==> config.mk <==
export PLATFORM = sky130hd
export DESIGN_NAME = ik_request_arbiter
export DESIGN_NICKNAME = d
export VERILOG_FILES = /design/src/rtl/ik_request_arbiter.sv
export SDC_FILE = /design/constraint.sdc
export NUM_CORES = 1
export LEC_CHECK = 0
export CAP_MARGIN = 20
export CORE_AREA = 5 5 84 86
export DETAILED_ROUTE_END_ITERATION = 7
export DIE_AREA = 0 0 89 91
export PLACE_DENSITY = 0.63
export SYNTH_ARGS = -nofsm -noshare
export SYNTH_HDL_FRONTEND = slang
export SYNTH_SLANG_ARGS = --single-unit
==> constraint.sdc <==
create_clock -name clk -period 3.2 [get_ports clk]
set_input_delay 0.32 -clock clk [delete_from_list [all_inputs] [get_ports clk]]
set_output_delay 0.32 -clock clk [all_outputs]
set_load 0.02 [all_outputs]
==> src/rtl/ik_request_arbiter.sv <==
// ik_request_arbiter: shares the single IK solver between the keyboard and
// ultrasonic target sources. Grants one valid/ready request at a time, latches
// the clamped target, pulses ik_start, waits for ik_done (with a timeout) and
// then opens a servo-enable settle window before accepting the next request.
module ik_request_arbiter #(
  parameter int COORD_W        = 8,
  parameter int MAX_X          = 15,
  parameter int MAX_Y          = 15,
  parameter int HOME_X         = 2,
  parameter int HOME_Y         = 2,
  parameter int SETTLE_CYCLES  = 1000,
  parameter int TIMEOUT_CYCLES = 4096,
  parameter int STARVE_LIMIT   = 4
) (
  input  logic               clk,
  input  logic               reset,
  input  logic               kb_valid,
  input  logic [COORD_W-1:0] kb_x,
  input  logic [COORD_W-1:0] kb_y,
  output logic               kb_ready,
  input  logic               us_valid,
  input  logic [COORD_W-1:0] us_x,
  input  logic [COORD_W-1:0] us_y,
  output logic               us_ready,
  output logic               ik_start,
  output logic [COORD_W-1:0] ik_x,
  output logic [COORD_W-1:0] ik_y,
  input  logic               ik_done,
  output logic               servo_en,
  output logic [1:0]         owner,
  output logic               timeout_err
);

  typedef enum logic [1:0] {
    IDLE,
    ISSUE,
    WAIT_DONE,
    SETTLE
  } state_e;

  localparam logic [1:0] OWN_NONE = 2'b00;
  localparam logic [1:0] OWN_KB   = 2'b01;
  localparam logic [1:0] OWN_US   = 2'b10;

  localparam int TMR_W    = $clog2(TIMEOUT_CYCLES + 1);
  localparam int SET_W    = $clog2(SETTLE_CYCLES + 1);
  localparam int STREAK_W = $clog2(STARVE_LIMIT + 1);

  localparam logic [TMR_W-1:0]    TMR_LAST    = TMR_W'(TIMEOUT_CYCLES - 1);
  localparam logic [SET_W-1:0]    SET_LOAD    = SET_W'(SETTLE_CYCLES - 1);
  localparam logic [STREAK_W-1:0] STREAK_MAX  = STREAK_W'(STARVE_LIMIT);
  localparam logic [COORD_W-1:0]  MAX_X_C     = COORD_W'(MAX_X);
  localparam logic [COORD_W-1:0]  MAX_Y_C     = COORD_W'(MAX_Y);
  localparam logic [COORD_W-1:0]  HOME_X_C    = COORD_W'(HOME_X);
  localparam logic [COORD_W-1:0]  HOME_Y_C    = COORD_W'(HOME_Y);

  state_e              state_q, state_d;
  logic                ik_start_q, ik_start_d;
  logic                servo_en_q, servo_en_d;
  logic [1:0]          owner_q, owner_d;
  logic                terr_q, terr_d;
  logic [COORD_W-1:0]  ik_x_q, ik_x_d;
  logic [COORD_W-1:0]  ik_y_q, ik_y_d;
  logic [TMR_W-1:0]    tmr_q, tmr_d;
  logic [SET_W-1:0]    settle_q, settle_d;
  logic [STREAK_W-1:0] streak_q, streak_d;

  logic us_win;
  logic in_idle;

  // Unsigned clamp of a requested coordinate to its legal maximum.
  function automatic logic [COORD_W-1:0] clamp(input logic [COORD_W-1:0] v,
                                               input logic [COORD_W-1:0] lim);
    return (v > lim) ? lim : v;
  endfunction

  // Combinational grant: keyboard first unless the ultrasonic source is starved.
  always_comb begin
    us_win   = us_valid && (!kb_valid || (streak_q == STREAK_MAX));
    in_idle  = (state_q == IDLE) && !reset;
    us_ready = in_idle && us_win;
    kb_ready = in_idle && kb_valid && !us_win;
  end

  // Next-state and next-output computation for the request/solve/settle sequence.
  always_comb begin
    // NOTE: every variable gets a default here so no path leaves it unassigned
    // and no latch is inferred.
    state_d    = state_q;
    ik_start_d = 1'b0;
    servo_en_d = servo_en_q;
    owner_d    = owner_q;
    terr_d     = terr_q;
    ik_x_d     = ik_x_q;
    ik_y_d     = ik_y_q;
    tmr_d      = tmr_q;
    settle_d   = settle_q;
    streak_d   = streak_q;

    case (state_q)
      IDLE: begin
        if (us_ready) begin
          ik_x_d     = clamp(us_x, MAX_X_C);
          ik_y_d     = clamp(us_y, MAX_Y_C);
          owner_d    = OWN_US;
          streak_d   = '0;
          ik_start_d = 1'b1;
          state_d    = ISSUE;
        end else if (kb_ready) begin
          ik_x_d     = clamp(kb_x, MAX_X_C);
          ik_y_d     = clamp(kb_y, MAX_Y_C);
          owner_d    = OWN_KB;
          ik_start_d = 1'b1;
          state_d    = ISSUE;
          if (us_valid) begin
            streak_d = (streak_q == STREAK_MAX) ? streak_q : streak_q + STREAK_W'(1);
          end else begin
            streak_d = '0;
          end
        end
      end
      ISSUE: begin
        // ik_done is deliberately not looked at while the start pulse is out.
        tmr_d   = '0;
        state_d = WAIT_DONE;
      end
      WAIT_DONE: begin
        if (ik_done) begin
          settle_d   = SET_LOAD;
          servo_en_d = 1'b1;
          state_d    = SETTLE;
        end else if (tmr_q == TMR_LAST) begin
          terr_d  = 1'b1;
          owner_d = OWN_NONE;
          state_d = IDLE;
        end else begin
          tmr_d = tmr_q + TMR_W'(1);
        end
      end
      SETTLE: begin
        if (settle_q == '0) begin
          servo_en_d = 1'b0;
          owner_d    = OWN_NONE;
          state_d    = IDLE;
        end else begin
          settle_d = settle_q - SET_W'(1);
        end
      end
      default: state_d = IDLE;
    endcase
  end

  // State and registered outputs; synchronous reset aborts any operation at once.
  always_ff @(posedge clk) begin
    // NOTE: sequential state uses non-blocking assignments so every flop
    // samples the pre-edge values regardless of statement order.
    if (reset) begin
      state_q    <= IDLE;
      ik_start_q <= 1'b0;
      servo_en_q <= 1'b0;
      owner_q    <= OWN_NONE;
      terr_q     <= 1'b0;
      ik_x_q     <= HOME_X_C;
      ik_y_q     <= HOME_Y_C;
      tmr_q      <= '0;
      settle_q   <= '0;
      streak_q   <= '0;
    end else begin
      state_q    <= state_d;
      ik_start_q <= ik_start_d;
      servo_en_q <= servo_en_d;
      owner_q    <= owner_d;
      terr_q     <= terr_d;
      ik_x_q     <= ik_x_d;
      ik_y_q     <= ik_y_d;
      tmr_q      <= tmr_d;
      settle_q   <= settle_d;
      streak_q   <= streak_d;
    end
  end

  assign ik_start    = ik_start_q;
  assign servo_en    = servo_en_q;
  assign owner       = owner_q;
  assign timeout_err = terr_q;
  assign ik_x        = ik_x_q;
  assign ik_y        = ik_y_q;

endmodule
# Yosys cells after proc, flatten, opt, wreduce, memory -nomap -nowiden
# Cells that the tools add are included.
[word_totals]
input_bits = 37
wordCells = 89
reg_bits = 49
output_inout_bits = 23
[classes]
order_cmp = 4
bitwise_logic = 2
n_addsub = 3
mux = 32
n_reduce_logical = 24
eq_ne = 14
[ops]
columns = ["operator", "n"]
rows = [
  ["two-way mux 8 bit", 8],
  ["greater-than comparator 8 x 4 -> 1 bit, second input constant", 4],
  ["two-way mux 13 bit", 2],
  ["one-hot mux 13 bit (2 select lines)", 1],
  ["two-way mux 10 bit", 2],
  ["one-hot mux 10 bit (2 select lines)", 1],
  ["AND reduction 3 bit", 6],
  ["two-way mux 2 bit", 7],
  ["adder 13 x 1 -> 13 bit, second input constant", 1],
  ["== test 13 x 12 -> 1 bit, second input constant", 1],
  ["two-way mux 3 bit", 4],
  ["!= test 2 bit, second input constant", 6],
  ["zero test 10 bit", 1],
  ["subtractor 10 x 1 -> 10 bit, second input constant", 1],
  ["!= test 3 bit, second input constant", 3],
  ["one-hot mux 2 bit (4 select lines)", 1],
  ["one-hot mux 2 bit (3 select lines)", 1],
  ["nonzero test 2 bit", 3],
  ["logical AND 1 bit", 5],
  ["AND reduction 5 bit", 1],
  ["== test 2 bit, second input constant", 2],
  ["two-way mux 1 bit", 4],
  ["adder 3 x 1 -> 3 bit, second input constant", 1],
  ["== test 3 bit, second input constant", 1],
  ["9 further kinds", 12],
]

# Longest topological paths before layout
# Gate-level depths: netlist of run 1.
[logic_depth]
ltp_word = 8
ltp_mapped = 8
mapped_depth_nobuf = 7

# Worst setup path after synthesis of run 1
# No wires, ideal clock.
[synth_path]
path_kind = "register -> register"
startpoint = "register state_q[0]"
endpoint = "register owner_q[0], in the netlist owner[0]"
path_slack_ps = 1115
period_less_slack_ps = 2085
setup_time_ps = 123
required_ps = 3077
n_path_buf = 1
arrival_time_ps = 1962
stages_incl_launch_ff = 8
path_cell_list = "dfxtp_1 > inv_1 > ha_1 > buf_2 > nand2b_1 > or4_4 > a221oi_2 > mux2_1"
[synth_via]
elab_chain_cells = 6
[synth_lines]
columns = ["item", "line_no", "source"]
rows = [
  ["start: declaration", "57", "state_e state_q, state_d;"],
  ["start signal: assignment", "169", "state_q <= state_d;"],
  ["zero test 2 bit", "80, 100", ""],
  ["logical AND 1 bit", "80", "in_idle = (state_q == IDLE) && !reset;"],
  ["logical AND 1 bit (2 in a row)", "82", "kb_ready = in_idle && kb_valid && !us_win;"],
  ["!= test 3 bit (no line)", "-", ""],
  ["AND reduction 5 bit (no line)", "-", ""],
  ["end signal: assignment", "172", "owner_q <= owner_d;"],
  ["end: declaration", "60", "logic [1:0] owner_q, owner_d;"],
]
# Parallel ways exist; a longest one is shown, timed or not.
# A chain may end at the register's enable or synchronous reset.

# Worst setup path after layout of run 1
[layout_path]
startpoint = "register state_q[0]"
endpoint = "output kb_ready"
[layout_via]
elab_chain_cells = 4
[layout_lines]
columns = ["item", "line_no", "source"]
rows = [
  ["zero test 2 bit", "80", ""],
  ["logical AND 1 bit", "80", ""],
  ["logical AND 1 bit (2 in a row)", "82", ""],
  ["end: declaration", "20", "output logic kb_ready,"],
]
# No other way between the ends.

==> results by group, run 1 <==
Run status
  • Status: complete, no violations

Yosys
  • Fraction of registers with async set/reset: 0%
  • Synth top area share: 40.6%
  • Post-synthesis cell count: 276
  • Total nets after synthesis: 322
  • Sequential share of the synthesized area: 40.6%
  • Number of synthesized flops with an enable pin: 0
  • Synthesis Warnings: 0
  • Synth Flop Type: dfxtp_1
  • Largest area contributor in the netlist: dfxtp_1
  • Syn Area/Cell: 8.75 um^2
  • Netlist cell types: 52
  • Synth top area cells: dfxtp_1 41%, a21oi_1 5.0%, nor2_1 5.0%, ha_1 4.7%, nand2_1 4.2%
  • Flop and latch count out of synthesis: 49
  • Cell Area, Synth: 2420 um^2

Finish
  • Layout cell share with drive strength beyond 1: 6.55%
  • Non-Filler Instances: 413
  • Fillers: 608
  • Layout area overhead: 31.6%
  • N_diodes: 0
  • Sequential cell area: 981 um^2
  • Final core occ: 51.3%
  • Nets: 381
  • Design area: 3180 um^2
  • Footprint of the multi-input gates: 1360 um^2

Setup path
  • Source of the worst register-to-register timing path: state_q[0]
  • Critical Path RT: 2880 ps
  • Critical-path maximum fanout: 5
  • Arr. time, crit path: 2020 ps
  • Setup slack, reg-to-reg: 870 ps
  • Critical R2R Capture: owner[0]
  • Worst setup path category: flop to output port
  • R2R depth: 6
  • Crit start category: flop
  • Crit end category: output port

Clocking
  • Post-CTS Resized: 0
  • Hold Buf Count CTS: 0
  • CTS tree: built
  • Clk root buf: clkbuf_8
  • CTS buffer count: 5
  • Clock latency on the worst-skew pair: 300 ps
  • Clock sink count: 49
  • Post-CTS setup buffer count: 0
  • Max Root-Sink Buffers: 2
  • H-tree levels: 2
  • Worst-path clk slew: 100 ps

Floorplanning
  • Full die area: 8100 um^2
  • # rows: 29
  • Initial Util: 38.9%
  • Width of the die: 89 um
  • Core area: 6200 um^2
  • Die Y: 91 um
  • Io pins: 60

Placed design
  • Placed cells: 405
  • Final RePlAce weighted congestion: 0.776
  • DPL Wire Length: 4.06 mm
  • Pre-CTS setup slack: 803 ps
  • Post-DP Area: 3090 um^2
  • Port bufs: 59

Min path
  • Hold Path Class: flop to flop
  • Hold Path Depth: 2
  • Min-delay src: ik_y[2]
  • Hold Crit Endpoint: ik_y[2]

STA
  • Hold Fails Final Rpt: 0
  • Setup TNS: 0 ps
  • RSZ-0062 raised after global routing: false
  • Minimum clock period: 2340 ps
  • WHS: 458 ps
  • Setup ws final: 858 ps
  • Clock Skew: 11.5 ps
  • Final period utilization: 73.2%
  • Slew HR: 50.6%
  • Setup violators final: 0
  • Least-Margin Pin Slew: 733 ps
  • Fmax achieved: 427 MHz
  • Final Slew Violations: 0

Power
  • PwrDens: 661 nW/um^2
  • Pleak: 1.13 nW
  • Pwr Total: 2.10 mW
  • Maximum VDD drop: 0.000341 V

Drt
  • Residual DRC: 0
  • DR WL/cell: 12.9 um
  • DR pass1 iterations: 4
  • Routed vias/inst: 5.12
  • Final wirelength: 5.35 mm
  • Antenna-violating nets left: 0
  • Routed vias: 2113
  • First DRT Iteration DRCs: 59

Global routing
  • First-pass GRT wire length: 9.34 mm
  • Grt total ovfl: 0
  • Largest net degree at the start of global routing: 31
  • GRT Total Usage: 14.3%
  • Vias in the first global route: 2063
  • Initial antenna violation count: 0

Job
  • Max-cap violation count: 0
cells in the mapped netlist (5+ instances only):
cell type and instances:
dfxtp_1 49, nor2_1 32, nand2_1 27, a21oi_1 24, nor3_1 10, ha_1 9, a211oi_1 8, and2_1 8
inv_1 8, nand3_1 8, xnor2_1 8, clkbuf_1 7, xor2_1 7, o311ai_0 6, o21ai_0 5
registers in the layout (all words and copies together), names as in the netlist:
signal       cells
tmr_q           13
settle_q        10
ik_x             8
ik_y             8
streak_q         3
owner            2
state_q          2
ik_start         1
servo_en         1
timeout_err      1
worst max-delay path: stages (launching register included):
cell,delay [ps]
dfxtp_1,360
inv_1,110
ha_1,230
nor2b_1,180
nand2_1,80
a31oi_1,140
clkdlybuf4s50_1,620
placed cells by master (no fill, tap or decap), types with 3 or more instances in the layout:
| master | count |
|---|---|
| xnor2_1 | 8 |
| nand3_1 | 8 |
| a21oi_1 | 24 |
| and2_1 | 8 |
| nor3_1 | 10 |
| inv_1 | 8 |
| ha_1 | 9 |
| xor2_1 | 7 |
| or4_1 | 4 |
| a211oi_1 | 8 |
| nand2b_1 | 4 |
| o21ai_0 | 5 |
| dfxtp_1 | 49 |
| buf_4 | 3 |
| nand2_1 | 27 |
| nand4_1 | 3 |
| clkbuf_8 | 5 |
| clkdlybuf4s50_1 | 59 |
| nor2_1 | 32 |
| mux2i_1 | 4 |
| o311ai_0 | 6 |
| nor2b_1 | 4 |
layer usage:
metal | share of wire, % | GRT usage [%] | vias up
met5 | 0 | 0 | -
met4 | 0.95 | 3.47 | 0
met3 | 9.7 | 7.06 | 5
met2 | 43 | 22.2 | 60
met1 | 46 | 17.6 | 948
li1 | - | - | 1100
worst max-delay path by stage:
stage / start / to / slack, ps / cells past startpoint
after floorplan: state_q[0] / owner[0] / 1110 / 7
after global placement: ik_done / owner[0] / 840 / 5
after detailed placement: ik_done / owner[0] / 800 / 5
after CTS: state_q[0] / kb_ready / 830 / 6
after global routing: state_q[0] / kb_ready / 740 / 6
final: state_q[0] / kb_ready / 860 / 6
kinds of logic (layout without fill, tap and decap cells):
family	count (synthesis)	count (layout)	synth area share, %
flip-flops	49	49	40.6
multiplexers	5	5	2.12
buffers and inverters	19	79	3.00
AND/OR/NAND/NOR	123	123	28.2
AO/OA/AOI/OAI	56	56	16.0
adder cells (fa/ha/maj)	9	9	4.66
XOR/XNOR	15	15	5.44
cell type report:
cell class	instances	area share, %
Clock buffer	5	2.16
Clock inverter	3	0.787
Inverter	9	1.06
Multi-Input combinational cell	208	42.8
Sequential cell	49	30.8
Tap cell	77	3.03
Timing Repair Buffer	62	19.3
power by group:
part / leakage (nW) / switching [mW] / internal [mW] / total, mW
sequential: 0.398 / 0.104 / 0.718 / 0.823
combinational: 0.686 / 0.498 / 0.407 / 0.905
clock: 0.0447 / 0.216 / 0.158 / 0.374
Power figures use the tool's default switching activity.
==> run 2: changes to the inputs <==
PLACE_DENSITY = 0.66   (was 0.63)
clock period = 2 ns   (was 3.2 ns; I/O delays follow)
==> run 2 against run 1 <==
Net effect:
- die area unchanged
- via count rose by 7.5%
- sequential power increased by 59%
- critical path depth down 1
- global-route usage grew 1.0 points
- clock-buffer cell count unchanged
- core utilization is 4.9 points higher
- final cell count up 7.5%
- register-to-register slack got worse by 780 ps
- critical path type is now flop to flop
- largest power group unchanged
==> results by group, run 2 (synthesis results as in run 1) <==
Setup path
  • Delay-heaviest family, CP: simple AND/OR/NAND/NOR gates
  • Arr. time, crit path: 2120 ps
  • Critical Path RT: 2210 ps
  • Worst path slowest cell: or4_4
  • Critical-path maximum fanout: 7
  • Crit-path cells: ha_4 -> nand2b_1 -> or4_4 -> a221oi_4 -> mux2_4
  • R2R depth: 5
  • Crit start category: flop
  • CP Buf/Inv Count: 0
  • Worst setup path category: flop to flop
  • Critical R2R Capture: owner[0]
  • Crit end category: flop
  • Setup slack, reg-to-reg: 90 ps
  • Source of the worst register-to-register timing path: state_q[1]
  • CP peak stage delay: 540 ps

Clocking
  • Clock latency on the worst-skew pair: 310 ps
  • Worst-path clk slew: 100 ps
  • CTS tree: built
  • Clock sink count: 49
  • H-tree levels: 2
  • CTS buffer count: 5
  • Post-CTS setup buffer count: 0
  • Clk root buf: clkbuf_8
  • Max Root-Sink Buffers: 2

Drt
  • DR WL/cell: 13.6 um
  • Metal3 WL: 582 um
  • Top sig layer: met4
  • Residual DRC: 0
  • Final wirelength: 6.04 mm
  • Routed vias/inst: 5.12
  • First DRT Iteration DRCs: 86
  • Routed vias: 2272
  • DR pass1 iterations: 4
  • Met2 wire length: 2.82 mm
  • Wire length on met1: 2.57 mm
  • Antenna-violating nets left: 0

Floorplanning
  • Io pins: 60
  • Width of the die: 89 um
  • Die Y: 91 um
  • Initial Util: 38.9%
  • Core area: 6200 um^2
  • # rows: 29
  • Full die area: 8100 um^2

Finish
  • Most frequent cells in the layout: 57 x clkdlybuf4s50_1, 47 x dfxtp_1, 34 x buf_4, 31 x nor2_1, 27 x nand2_1
  • Top flop regs: tmr_q x13, settle_q x10
  • Nets: 412
  • Layout cell share with drive strength beyond 1: 18.0%
  • Fillers: 591
  • N_diodes: 0
  • Max FFs per register: 13
  • Final core occ: 56.2%
  • Layout area overhead: 44.3%
  • Commonest non-fill, non-tap cell in the layout: clkdlybuf4s50_1
  • Design area: 3490 um^2
  • Most flops, register: tmr_q

Placed design
  • Post-DP Area: 3350 um^2
  • Port bufs: 59
  • Final RePlAce weighted congestion: 0.804
  • DPL Wire Length: 4.59 mm
  • Pre-CTS setup slack: -20.6 ps

Global routing
  • Largest net degree at the start of global routing: 30
  • Vias in the first global route: 2214
  • First-pass GRT wire length: 10.0 mm
  • GRT Total Usage: 15.3%
  • Initial antenna violation count: 0
  • Grt total ovfl: 0

STA
  • Minimum clock period: 1910 ps
  • Fmax achieved: 523 MHz
  • Setup ws final: 87.6 ps
  • WHS: 452 ps
  • Setup violators final: 0
  • Hold Fails Final Rpt: 0
  • Final period utilization: 95.6%
  • Clock Skew: 4.72 ps
  • Least-Margin Pin Slew: 492 ps
  • Slew HR: 67.1%
  • Final Slew Violations: 0

Run status
  • Status: complete, no violations

Min path
  • Min-delay src: timeout_err
  • Hold Path Class: flop to flop
  • Hold Path Depth: 2
  • Hold Crit Endpoint: timeout_err

Job
  • Max-cap violation count: 0

Power
  • Pwr Total: 3.81 mW
  • PwrDens: 1090 nW/um^2
  • Maximum VDD drop: 0.000619 V
  • Pleak: 1.30 nW
run 2: cell count changes in the layout (fill, tap and decap cells not counted), sizes merged:
| cell | before | now |
|---|---|---|
| dlygate4sd2 | 0 | 1 |
| buf | 3 | 34 |
| inv | 9 | 11 |
| clkdlybuf4s50 | 59 | 57 |
| clkbuf | 5 | 6 |
| clkinv | 2 | 0 |
run 2: worst min-delay path: stages, from the launching register on:
cell and delay [ps]:
dfxtp_1 320, inv_1 50, a21oi_1 50
run 2: worst max path at each step:
stage | startpoint | end | slack (ps) | cells after the start
finish | state_q[1] | owner[0] | 90 | 5
CTS | tmr_q[1] | owner[0] | 8 | 6
global placement | ik_done | owner[0] | -3 | 5
floorplan | tmr_q[1] | owner[0] | -10 | 6
detailed placement | ik_done | owner[0] | -20 | 5
global route | state_q[1] | settle_q[5] | -20 | 7
run 2: final cells by class:
cell class	count	area, um^2	share of cell area (%)
multi-input cells	208	1440	41.3
repair buffers	93	840	24.1
well taps	77	96.3	2.76
clock buffers	5	68.8	1.97
flip-flops and latches	49	983	28.2
clock inverters	3	25.0	0.718
inverters	9	33.8	0.969
run 2: routing by layer:
layer	GRT usage, %	vias up
li1	-	1164
met1	18.5	1039
met2	24.6	62
met3	6.97	7
met4	3.72	0
met5	0	-
run 2: report_power, final:
group / switching [mW] / internal, mW
clock: 0.372 / 0.256
combinational: 0.965 / 0.910
sequential: 0.158 / 1.15
run 2: through the flow:
step                TNS [ps]  cells
detailed placement     -20.6    436
finish                     0    444
global route           -21.1    444
global placement       -2.59    436
CTS                        0    444
floorplan              -11.5    276
run 2: what timing repair did:
item | CTS | global route
setup endpoints to repair | 2 | 18
pin swaps | 0 | 2
gates resized for setup | 2 | 13
hold buffers | 0 | 0
==> run 3: changes to the inputs <==
CTS_CLUSTER_SIZE = 30   (was not set)
HOLD_SLACK_MARGIN = 0.08   (was not set)
SETUP_SLACK_MARGIN = 0.02   (was not set)
==> run 3 against run 2 <==
Net effect:
- setup slack got worse by 1.3 ps
- register-to-register slack barely moved
- largest power group unchanged
- largest cell class unchanged
- clock-buffer cell count did not move
- die area did not move
- critical path type unchanged
==> results by group, run 3 (synthesis results as in run 1) <==
Clocking
  • Clk root buf: clkbuf_8
  • Worst-path clk slew: 100 ps
  • Max Root-Sink Buffers: 2
  • H-tree levels: 2
  • Clock sink count: 49
  • Hold Buf Count CTS: 0
  • CTS buffer count: 5
  • Clock latency on the worst-skew pair: 310 ps
  • CTS tree: built

Finish
  • Most frequent cells in the layout: 57 x clkdlybuf4s50_1, 47 x dfxtp_1, 35 x buf_4, 31 x nor2_1, 27 x nand2_1
  • Max FFs per register: 13
  • N_diodes: 0
  • Most flops, register: tmr_q
  • Nets: 413
  • Layout cell share with drive strength beyond 1: 18.2%
  • Layout area overhead: 44.6%
  • Top flop regs: tmr_q x13, settle_q x10
  • Design area: 3490 um^2
  • Final core occ: 56.3%
  • Commonest non-fill, non-tap cell in the layout: clkdlybuf4s50_1
  • Fillers: 591

STA
  • Setup TNS: 0 ps
  • Minimum clock period: 1910 ps
  • Slew HR: 67.0%
  • Final period utilization: 95.7%
  • Final Slew Violations: 0
  • Least-Margin Pin Slew: 493 ps
  • Hold Fails Final Rpt: 0
  • Setup violators final: 0
  • Fmax achieved: 523 MHz
  • Clock Skew: 7.53 ps

Min path
  • Hold Path Class: flop to flop

Placed design
  • Post-DP Area: 3350 um^2
  • Port bufs: 59
  • Final RePlAce weighted congestion: 0.804
  • DPL Wire Length: 4.59 mm

Power
  • PwrDens: 1090 nW/um^2
  • Pleak: 1.31 nW
  • Maximum VDD drop: 0.000616 V

Floorplanning
  • Full die area: 8100 um^2
  • Initial Util: 38.9%
  • Width of the die: 89 um
  • # rows: 29
  • Die Y: 91 um
  • Core area: 6200 um^2
  • Io pins: 60

Setup path
  • Crit end category: flop
  • Crit-path cells: ha_4 -> nand2b_1 -> or4_4 -> a221oi_4 -> mux2_4
  • Crit start category: flop
  • Arr. time, crit path: 2120 ps
  • Setup slack, reg-to-reg: 90 ps
  • CP peak stage delay: 540 ps
  • Critical Path RT: 2210 ps
  • Worst path slowest cell: or4_4
  • Worst setup path category: flop to flop
  • Critical-path maximum fanout: 4

Global routing
  • Largest net degree at the start of global routing: 30
  • Vias in the first global route: 2206
  • Grt total ovfl: 0
  • GRT Total Usage: 15.3%
  • Initial antenna violation count: 0
  • First-pass GRT wire length: 10.0 mm

Job
  • Max-cap violation count: 0

Drt
  • Routed vias/inst: 5.09
  • Metal3 WL: 578 um
  • First DRT Iteration DRCs: 66
  • Residual DRC: 0
  • DR WL/cell: 13.6 um
  • Wire length on met1: 2.53 mm
  • Antenna-violating nets left: 0
  • Final wirelength: 6.06 mm
  • Top sig layer: met4
  • Met2 wire length: 2.90 mm
  • Routed vias: 2263
  • DR pass1 iterations: 4

Run status
  • Status: complete, no violations
run 3: changes by cell type in the layout (fill, tap and decap cells not counted), sizes merged:
cell | previous run | this run
buf | 34 | 35
run 3: worst paths after layout:
| check | cells past startpoint | from | endpoint |
|---|---|---|---|
| worst max register to register | 5 | state_q[1] | owner[0] |
| worst min register to register | 2 | timeout_err | timeout_err |
| worst min-delay path | 2 | timeout_err | timeout_err |
| worst max-delay path | 5 | state_q[1] | owner[0] |
run 3: final cells by class:
| class | count | area [um^2] | share of cell area (%) |
|---|---|---|---|
| multi-input cells | 208 | 1440 | 41.2 |
| flip-flops and latches | 49 | 983 | 28.1 |
| repair buffers | 94 | 847 | 24.2 |
| well taps | 77 | 96.3 | 2.76 |
| clock buffers | 5 | 68.8 | 1.97 |
| inverters | 9 | 33.8 | 0.967 |
| clock inverters | 3 | 25.0 | 0.716 |
run 3: timing repair:
item,4_1_cts,5_1_grt
gates resized for setup,3,12
pin swaps,1,2
setup endpoints to repair,4,21
setup buffers,0,1
run 3: metal layers:
| layer | global-route usage (%) | vias up |
|---|---|---|
| met5 | 0 | - |
| met4 | 3.72 | 0 |
| met3 | 6.97 | 7 |
| met2 | 24.8 | 61 |
| met1 | 18.5 | 1030 |
| li1 | - | 1165 |
run 3: critical path: cells and delay by family, from the launching register on:
| family | cells | cell delay (ps) |
|---|---|---|
| multiplexers | 1 | 320 |
| flip-flops | 1 | 410 |
| AND/OR/NAND/NOR | 2 | 620 |
| AO/OA/AOI/OAI | 1 | 300 |
| adder cells (fa/ha/maj) | 1 | 170 |
run 3: through the flow:
stage | power (mW) | hold slack, ps | std cells | setup slack [ps]
floorplan | 2.38 | 379 | 276 | -11.5
global placement | 3.06 | 440 | 436 | -2.59
detailed placement | 3.10 | 440 | 436 | -20.6
CTS | 3.75 | 454 | 444 | 27.9
global route | 4.10 | 478 | 445 | -21.1
finish | 3.82 | 452 | 445 | 86.3
run 3: power breakdown:
part | internal [mW] | switching, mW | total, mW
registers | 1.15 | 0.159 | 1.31
logic | 0.913 | 0.969 | 1.88
clock network | 0.256 | 0.370 | 0.626
